===== src/rtl/state_watcher.sv =====
// Watches received UART bytes while its own ID is the current state; the first
// byte that differs from the ID parks the unit until the next reset.
module state_watcher #(
  parameter logic [7:0] MODULE_ID = 8'h15
) (
  input  logic       clk,
  input  logic       reset,
  input  logic       Rx_ready,
  input  logic [7:0] Rx_data,
  output logic [7:0] state,
  output logic       state_change,
  output logic       active
);

  typedef enum logic {
    ST_ACTIVE   = 1'b0,
    ST_INACTIVE = 1'b1
  } fsm_t;

  fsm_t       fsm_reg, fsm_next;
  logic [7:0] state_reg, state_next;
  logic       change_reg, change_next;
  logic       rx_ready_q;
  logic       accept;

  // Only a 0->1 transition of the strobe counts, so a long level yields one byte.
  assign accept = Rx_ready && !rx_ready_q && (fsm_reg == ST_ACTIVE);

  always_comb begin
    fsm_next    = fsm_reg;
    state_next  = state_reg;
    change_next = 1'b0;
    if (accept) begin
      state_next  = Rx_data;
      change_next = 1'b1;
      fsm_next    = (Rx_data == MODULE_ID) ? ST_ACTIVE : ST_INACTIVE;
    end
  end

  always_ff @(posedge clk) begin
    // Edge history tracks the input even in reset, so a level held through
    // reset release is not mistaken for a new strobe.
    rx_ready_q <= Rx_ready;
    if (reset) begin
      fsm_reg    <= ST_ACTIVE;
      state_reg  <= MODULE_ID;
      change_reg <= 1'b0;
    end else begin
      fsm_reg    <= fsm_next;
      state_reg  <= state_next;
      change_reg <= change_next;
    end
  end

  assign state        = state_reg;
  assign state_change = change_reg;
  assign active       = (fsm_reg == ST_ACTIVE);

endmodule


===== config.mk =====
export PLATFORM = sky130hd
export DESIGN_NAME = state_watcher
export DESIGN_NICKNAME = d
export VERILOG_FILES = /design/src/rtl/state_watcher.sv
export SDC_FILE = /design/constraint.sdc
export NUM_CORES = 1
export LEC_CHECK = 0
export ABC_CLOCK_PERIOD_IN_PS = 1190
export BUFFER_PORTS_ARGS = -buffer_cell sky130_fd_sc_hd__buf_2
export CORE_AREA = 5 5 42 44
export CTS_CLUSTER_SIZE = 8
export DETAILED_ROUTE_END_ITERATION = 8
export DIE_AREA = 0 0 47 49
export HOLD_SLACK_MARGIN = 0.15
export PLACE_DENSITY = 0.63
export SYNTH_ARGS = -nofsm -noshare
export SYNTH_HDL_FRONTEND = slang
export SYNTH_SLANG_ARGS = --single-unit

===== constraint.sdc =====
create_clock -name clk -period 1.19 [get_ports clk]
set_input_delay 0.0595 -clock clk [delete_from_list [all_inputs] [get_ports clk]]
set_output_delay 0.0595 -clock clk [all_outputs]
set_load 0.02 [all_outputs]

==> results of run 1 <==
final timing paths:
path,start,to,cells after the start
max,fsm_reg,state[2],4
min,Rx_ready,state_change,4
max reg2reg,fsm_reg,state[2],4
min reg2reg,state[5],state[5],2
worst min-delay path, cell delays in order:
cell	delay, ps
sky130_fd_sc_hd__buf_2	110
sky130_fd_sc_hd__nor3b_4	140
sky130_fd_sc_hd__buf_4	160
sky130_fd_sc_hd__nor2b_1	120
cell type report:
cell class              count  area (sq um)  share of cell area [%]
well taps                  16          20.0                    2.96
inverters                   2          7.51                    1.11
multi-input cells          22           188                    27.7
repair buffers             32           215                    31.8
flip-flops and latches     11           220                    32.5
clock buffers               4          26.3                    3.88
per-stage QoR:
stage	setup TNS (ps)	setup slack (ps)	power, W
floorplan	0	83.1	0.000483
CTS	0	22.6	0.000803
detailed placement	0	44.5	0.000529
global placement	0	51.0	0.000529
global route	-42.9	-22.9	0.000839
finish	0	38.5	0.000804
cells by family (layout without fill, tap and decap cells):
kind of cell	count (synthesis)	in the layout	share of synthesized area [%]
simple gates	12	12	20.1
flops	11	11	52.7
compound gates	5	5	9.88
mux	5	5	12.0
buf+inv	4	38	5.39
power by group:
group / internal, W / switching [W] / total [W]
sequential: 0.000389 / 0.0000107 / 0.000399
clock: 0.000130 / 0.000125 / 0.000255
combinational: 0.0000798 / 0.0000698 / 0.000150
per-layer routing:
metal / routed length, microns / vias up / GRT usage (%)
met3: 55 / 4 / 2.21
met5: 0 / - / 0
met1: 418 / 164 / 12.5
met2: 469 / 13 / 13.6
met4: 18 / 0 / 6.91
li1: - / 195 / -
repair_timing:
| action | in CTS | in global routing |
|---|---|---|
| resized for setup | 0 | 2 |
| hold buffers | 10 | 0 |
| endpoints found under the hold margin | 11 | 0 |
| endpoints found under the setup margin | 0 | 4 |
cells in the final DEF (no fill, tap or decap), types with 2 or more instances in the layout:
master,instances
sky130_fd_sc_hd__buf_2,20
sky130_fd_sc_hd__dfxtp_1,11
sky130_fd_sc_hd__dlygate4sd3_1,10
sky130_fd_sc_hd__mux2i_1,5
sky130_fd_sc_hd__nor2_1,5
sky130_fd_sc_hd__a211o_1,3
sky130_fd_sc_hd__nor2b_1,3
sky130_fd_sc_hd__clkbuf_4,3
sky130_fd_sc_hd__inv_1,2
sky130_fd_sc_hd__buf_4,2
==> impl_metrics.prom, run 1 <==
# TYPE chip_impl_metric gauge
chip_impl_metric{name="dieArea",unit="sq um"} 2300
chip_impl_metric{name="worstSkewPairLatency",unit="ps"} 270
chip_impl_metric{name="synth_area_per_cell",unit="sq um"} 11.3
chip_impl_metric{name="p_leak",unit="nW"} 0.306
chip_impl_metric{name="grt_pass1_wl",unit="microns"} 1580
chip_impl_metric{name="ys_ff_latch",unit=""} 11
chip_impl_metric{name="dr.pass1.iters",unit=""} 2
chip_impl_metric{name="period_minus_slack",unit="ps"} 1150
chip_impl_info{name="postSynth.topFlopCell",value="sky130_fd_sc_hd__dfxtp_1"} 1
chip_impl_metric{name="critPathMaxStageDelay",unit="ps"} 330
chip_impl_metric{name="setup_viol_count_final",unit=""} 0
chip_impl_metric{name="dp.final_hpwl",unit="microns"} 642
chip_impl_metric{name="post-synth-top-area-fraction",unit="%"} 52.7
chip_impl_metric{name="layout-area-overhead-vs-synth",unit="%"} 62.0
chip_impl_metric{name="post_synth_inst_count",unit=""} 37
chip_impl_metric{name="seq_area_frac_synth",unit="%"} 52.7
chip_impl_metric{name="grtUsageTotal",unit="%"} 9.70
chip_impl_metric{name="drc",unit=""} 0
chip_impl_metric{name="critical_path_arrival",unit="ps"} 1310
chip_impl_info{name="synth.cells.most_frequent",value="sky130_fd_sc_hd__dfxtp_1 (11), sky130_fd_sc_hd__mux2i_1 (5), sky130_fd_sc_hd__nor2_1 (5)"} 1
chip_impl_metric{name="grt-ovfl-total",unit=""} 0
chip_impl_info{name="yosys-top-cells-area",value="sky130_fd_sc_hd__dfxtp_1 (53%), sky130_fd_sc_hd__mux2i_1 (12%), sky130_fd_sc_hd__a211o_1 (6.3%)"} 1
chip_impl_info{name="crit_path_cell_trace",value="nor3b_4 > buf_4 > nor2b_1 > a211o_2"} 1
chip_impl_metric{name="number_of_antenna_violations_at_the_first_check_in_global_routing",unit=""} 0
chip_impl_metric{name="largest_register_ff_count",unit=""} 8
chip_impl_metric{name="clock-sinks",unit=""} 11
chip_impl_info{name="grt_setup_unrepaired",value="yes"} 1
chip_impl_metric{name="io_pins",unit=""} 21
chip_impl_metric{name="antenna_left",unit=""} 0
chip_impl_metric{name="layout_utilization",unit="%"} 48.3
chip_impl_metric{name="wl_per_cell",unit="microns"} 11.0
chip_impl_info{name="synthMostInstantiatedCell",value="sky130_fd_sc_hd__dfxtp_1"} 1
chip_impl_metric{name="postLayoutCellArea",unit="sq um"} 677
chip_impl_metric{name="synth_enable_flop_cells",unit=""} 0
chip_impl_metric{name="floorplan.initialDensity",unit="%"} 29.8
chip_impl_info{name="family_with_the_most_delay_on_the_worst_path",value="flip-flops"} 1
chip_impl_metric{name="post-cts-setup-buffers",unit=""} 0
chip_impl_info{name="path_class",value="flip-flop to flip-flop"} 1
chip_impl_metric{name="grt_max_degree",unit=""} 11
chip_impl_metric{name="filler_cell_count",unit=""} 149
chip_impl_metric{name="place.gp.congestion",unit=""} 0.613
chip_impl_metric{name="placed_cells_incl_taps",unit=""} 73
chip_impl_metric{name="finalClockSkew",unit="ps"} 4.55
chip_impl_metric{name="detailroute.via_count",unit=""} 376
chip_impl_metric{name="layoutNonFillerInstCount",unit=""} 87
chip_impl_metric{name="asyncSetResetFlopFracSynth",unit="%"} 0
chip_impl_metric{name="drt_first_iter_violations",unit=""} 2
chip_impl_metric{name="timing.max_slew.rel_slack",unit="%"} 83.5
chip_impl_info{name="clock_tree.root_cell",value="sky130_fd_sc_hd__clkbuf_4"} 1
chip_impl_metric{name="critical_path_peak_fanout",unit=""} 5
chip_impl_metric{name="layout-drive-gt1-share",unit="%"} 42.3
chip_impl_metric{name="port_buffers",unit=""} 20
chip_impl_metric{name="peakVddDrop",unit="uV"} 570
chip_impl_metric{name="final.period_utilization",unit="%"} 96.8
chip_impl_info{name="worstSetupEndpointType",value="flip-flop"} 1
chip_impl_info{name="timing.critical_path.slowest_stage_cell",value="sky130_fd_sc_hd__dfxtp_1"} 1
chip_impl_metric{name="yosys_warnings",unit=""} 0
chip_impl_metric{name="antennaDiodeCount",unit=""} 0
chip_impl_metric{name="power.density",unit="nW/um^2"} 1190
chip_impl_metric{name="clk_path_buf_depth",unit=""} 2
chip_impl_info{name="cell_type_with_the_largest_total_area_after_synthesis",value="sky130_fd_sc_hd__dfxtp_1"} 1
chip_impl_metric{name="cp_data_required_time",unit="ps"} 1350
chip_impl_metric{name="nNetsFinal",unit=""} 83
chip_impl_metric{name="synth.distinct_cells",unit=""} 14
chip_impl_metric{name="rows",unit=""} 14
chip_impl_metric{name="maxCapViolCount",unit=""} 0
chip_impl_info{name="cts_tree",value="built"} 1
chip_impl_metric{name="tritoncts.num_buffers",unit=""} 3
chip_impl_metric{name="synth.net_count",unit=""} 48
chip_impl_metric{name="syn-cell-area",unit="sq um"} 418
chip_impl_metric{name="first_global_vias",unit=""} 360
chip_impl_info{name="run_status",value="completed"} 1
chip_impl_metric{name="max_slew_vio_count",unit=""} 0
chip_impl_metric{name="clkTransAtPathRegs",unit="ps"} 70
chip_impl_metric{name="final_hold_viol_count",unit=""} 0
chip_impl_metric{name="floorplan.die.width",unit="microns"} 47
chip_impl_metric{name="holdWs",unit="ps"} 359
chip_impl_metric{name="tightest_slew",unit="ps"} 244
chip_impl_metric{name="routed_vias_inst",unit=""} 4.32
chip_impl_metric{name="htreeDepth",unit=""} 1
chip_impl_info{name="worst_setup_path_start_kind",value="flip-flop"} 1
chip_impl_metric{name="postRouteWirelength",unit="microns"} 961
chip_impl_metric{name="crit_buf_inv",unit=""} 1
chip_impl_metric{name="core-area",unit="sq um"} 1400
chip_impl_metric{name="place_area",unit="sq um"} 538
chip_impl_info{name="holdCritPathClass",value="primary input to flip-flop"} 1
chip_impl_metric{name="vert_die_dim",unit="microns"} 49
chip_impl_metric{name="rrSetupSlack",unit="ps"} 40
chip_impl_metric{name="fmax",unit="GHz"} 0.868
Power figures use the tool's default switching activity.
==> run 2, diff against run 1 <==
Settings changed: CORE_AREA 5 5 42 44 to 2 2 39 41, DIE_AREA 0 0 47 49 to 0 0 41 43.
==> run 2 against run 1 <==
Compared with the run above:
- design area rose by 0.37%
- flip-flop and latch count stayed put
- global-route usage is 4.4 points higher
- critical path depth did not move
- clock skew about the same
- combinational power grew 3%
- fmax down 1.4%
- first-iteration DRC count did not move
- critical endpoint is now state[6]
==> impl_metrics.prom, run 2 (synthesis results as in run 1) <==
# TYPE chip_impl_metric gauge
chip_impl_metric{name="dieArea",unit="sq um"} 1760
chip_impl_info{name="hold-path-endpoint",value="state[2]"} 1
chip_impl_metric{name="drt_first_iter_violations",unit=""} 2
chip_impl_metric{name="dp.final_hpwl",unit="microns"} 585
chip_impl_metric{name="htreeDepth",unit=""} 1
chip_impl_metric{name="placed_cells_incl_taps",unit=""} 73
chip_impl_metric{name="rows",unit=""} 14
chip_impl_metric{name="place.gp.congestion",unit=""} 0.646
chip_impl_metric{name="pre_cts_slack",unit="ps"} 26.4
chip_impl_metric{name="max_slew_vio_count",unit=""} 0
chip_impl_info{name="path_class",value="flip-flop to flip-flop"} 1
chip_impl_info{name="holdCritPathClass",value="primary input to flip-flop"} 1
chip_impl_metric{name="tightest_slew",unit="ps"} 305
chip_impl_metric{name="nNetsFinal",unit=""} 83
chip_impl_metric{name="dr.pass1.iters",unit=""} 3
chip_impl_metric{name="largest_register_ff_count",unit=""} 8
chip_impl_metric{name="layout_utilization",unit="%"} 49.1
chip_impl_metric{name="detailroute.via_count",unit=""} 368
chip_impl_metric{name="period_minus_slack",unit="ps"} 1170
chip_impl_metric{name="rr_worst_depth",unit=""} 4
chip_impl_metric{name="tritoncts.num_buffers",unit=""} 3
chip_impl_metric{name="core-area",unit="sq um"} 1380
chip_impl_metric{name="power_report.internal_total",unit="W"} 0.000600
chip_impl_metric{name="finalClockSkew",unit="ps"} 4.35
chip_impl_metric{name="number_of_antenna_violations_at_the_first_check_in_global_routing",unit=""} 0
chip_impl_metric{name="clock_power_share",unit="%"} 31.5
chip_impl_metric{name="clock-sinks",unit=""} 11
chip_impl_metric{name="floorplan.die.width",unit="microns"} 41
chip_impl_info{name="reg2reg_to",value="state[6]"} 1
chip_impl_info{name="mostFrequentLayoutCell",value="sky130_fd_sc_hd__buf_2"} 1
chip_impl_metric{name="fmax",unit="GHz"} 0.856
chip_impl_metric{name="grt_pass1_wl",unit="microns"} 1520
chip_impl_metric{name="grt-ovfl-total",unit=""} 0
chip_impl_metric{name="critical_path_arrival",unit="ps"} 1330
chip_impl_metric{name="port_buffers",unit=""} 20
chip_impl_metric{name="power_switching_share",unit="%"} 25.8
chip_impl_metric{name="combinationalPowerShare",unit="%"} 19.0
chip_impl_metric{name="routed_vias_inst",unit=""} 4.23
chip_impl_info{name="worstSetupEndpointType",value="flip-flop"} 1
chip_impl_metric{name="finalWorstSetupSlack",unit="ps"} 22.1
chip_impl_metric{name="worstSkewPairLatency",unit="ps"} 270
chip_impl_metric{name="seq_power_share",unit="%"} 49.5
chip_impl_info{name="clock_tree.root_cell",value="sky130_fd_sc_hd__clkbuf_4"} 1
chip_impl_info{name="mostFrequentLayoutCells",value="sky130_fd_sc_hd__buf_2 (20), sky130_fd_sc_hd__dfxtp_1 (10), sky130_fd_sc_hd__dlygate4sd3_1 (10)"} 1
chip_impl_metric{name="critical_path_peak_fanout",unit=""} 6
chip_impl_metric{name="io_pins",unit=""} 21
chip_impl_metric{name="clkTransAtPathRegs",unit="ps"} 70
chip_impl_metric{name="total_switching_power",unit="W"} 0.000209
chip_impl_info{name="worst_setup_path_start_kind",value="flip-flop"} 1
chip_impl_metric{name="layout-area-overhead-vs-synth",unit="%"} 62.6
chip_impl_metric{name="wl_per_cell",unit="microns"} 11.9
chip_impl_metric{name="vert_die_dim",unit="microns"} 43
chip_impl_info{name="grt_setup_unrepaired",value="yes"} 1
chip_impl_metric{name="first_global_vias",unit=""} 353
chip_impl_metric{name="final.period_utilization",unit="%"} 98.1
chip_impl_metric{name="peakVddDrop",unit="uV"} 450
chip_impl_metric{name="final_hold_viol_count",unit=""} 0
chip_impl_metric{name="p_leak",unit="nW"} 0.307
chip_impl_metric{name="timing.max_slew.rel_slack",unit="%"} 79.4
chip_impl_metric{name="drc",unit=""} 0
chip_impl_info{name="min_from",value="Rx_ready"} 1
chip_impl_info{name="cts_tree",value="built"} 1
chip_impl_metric{name="grt_max_degree",unit=""} 11
chip_impl_metric{name="antennaDiodeCount",unit=""} 0
chip_impl_metric{name="rrSetupSlack",unit="ps"} 20
chip_impl_metric{name="floorplan.initialDensity",unit="%"} 30.2
chip_impl_info{name="run_status",value="completed"} 1
chip_impl_info{name="crit-reg2reg-launch",value="rx_ready_q"} 1
chip_impl_metric{name="setup_viol_count_final",unit=""} 0
chip_impl_metric{name="grtUsageTotal",unit="%"} 14.1
chip_impl_metric{name="whs_path_cells",unit=""} 4
chip_impl_metric{name="postRouteWirelength",unit="microns"} 1040
chip_impl_metric{name="cp_data_required_time",unit="ps"} 1350
chip_impl_metric{name="power.density",unit="nW/um^2"} 1190
chip_impl_metric{name="timing.setup.tns",unit="ps"} 0
chip_impl_metric{name="maxCapViolCount",unit=""} 0
chip_impl_metric{name="clk_path_buf_depth",unit=""} 2
chip_impl_metric{name="antenna_left",unit=""} 0
chip_impl_metric{name="layoutNonFillerInstCount",unit=""} 87
chip_impl_metric{name="layout-drive-gt1-share",unit="%"} 43.7
run 2: cell types whose count changed in the layout (fill, tap and decap cells not counted):
cell / before / now
sky130_fd_sc_hd__nor4bb_1: 0 / 1
sky130_fd_sc_hd__buf_6: 0 / 1
sky130_fd_sc_hd__dfxtp_1: 11 / 10
sky130_fd_sc_hd__nor4bb_2: 1 / 0
sky130_fd_sc_hd__dfxtp_2: 0 / 1
sky130_fd_sc_hd__mux2i_1: 5 / 4
sky130_fd_sc_hd__buf_4: 2 / 1
sky130_fd_sc_hd__mux2i_2: 0 / 1
run 2: stage by stage:
stage          hold WS, ps  power [W]  area [sq um]
3_3_place_gp           205   0.000528           538
6_report               286   0.000809           679
5_1_grt                322   0.000854           679
4_1_cts                280   0.000807           664
2_1_floorplan         87.2   0.000483           418
3_5_place_dp           212   0.000529           538
run 2: repair_timing:
| action | 4_1_cts | 5_1_grt |
|---|---|---|
| endpoints found under the hold margin | 11 | 0 |
| resized for setup | 0 | 4 |
| buffers inserted | 0 | 0 |
| endpoints found under the setup margin | 0 | 4 |
| hold buffers | 10 | 0 |
run 2: final cells by class:
class                           count  area [sq um]
Clock buffer                        4          26.3
Fill cell                         124           704
Inverter                            2          7.51
Multi-Input combinational cell     22           185
Sequential cell                    11           221
Tap cell                           16          20.0
Timing Repair Buffer               32           219
run 2: power groups by stage:
| stage | clock network, W | logic, W | registers (W) |
|---|---|---|---|
| after global placement | 0 | 0.000121 | 0.000407 |
| after detailed placement | 0 | 0.000121 | 0.000408 |
| final | 0.000255 | 0.000154 | 0.000401 |
| after CTS | 0.000261 | 0.000146 | 0.000399 |
| after global routing | 0.000283 | 0.000168 | 0.000402 |
| after floorplan | 0 | 0.0000550 | 0.000428 |
run 2: critical path, cell delays in order (launching register included):
cell and delay [ps]:
sky130_fd_sc_hd__dfxtp_2 340, sky130_fd_sc_hd__nor3b_4 260, sky130_fd_sc_hd__buf_6 170, sky130_fd_sc_hd__mux2i_2 230, sky130_fd_sc_hd__nor2_1 70
run 2: worst max-delay path by stage:
stage | start | endpoint | cells after the start
after floorplan | fsm_reg | state[0] | 4
after global placement | fsm_reg | state[0] | 4
after detailed placement | fsm_reg | state[4] | 4
after CTS | fsm_reg | state[4] | 4
after global routing | rx_ready_q | state[6] | 4
final | rx_ready_q | state[6] | 4
run 2: per-layer routing:
metal | part of all wire (%) | GRT usage, % | vias to the layer above | routed length, microns
met5 | 0 | 0 | - | 0
li1 | - | - | 195 | -
met4 | 3.8 | 12.0 | 0 | 40
met1 | 39 | 14.3 | 158 | 410
met3 | 3.8 | 3.14 | 4 | 40
met2 | 53 | 22.5 | 11 | 548
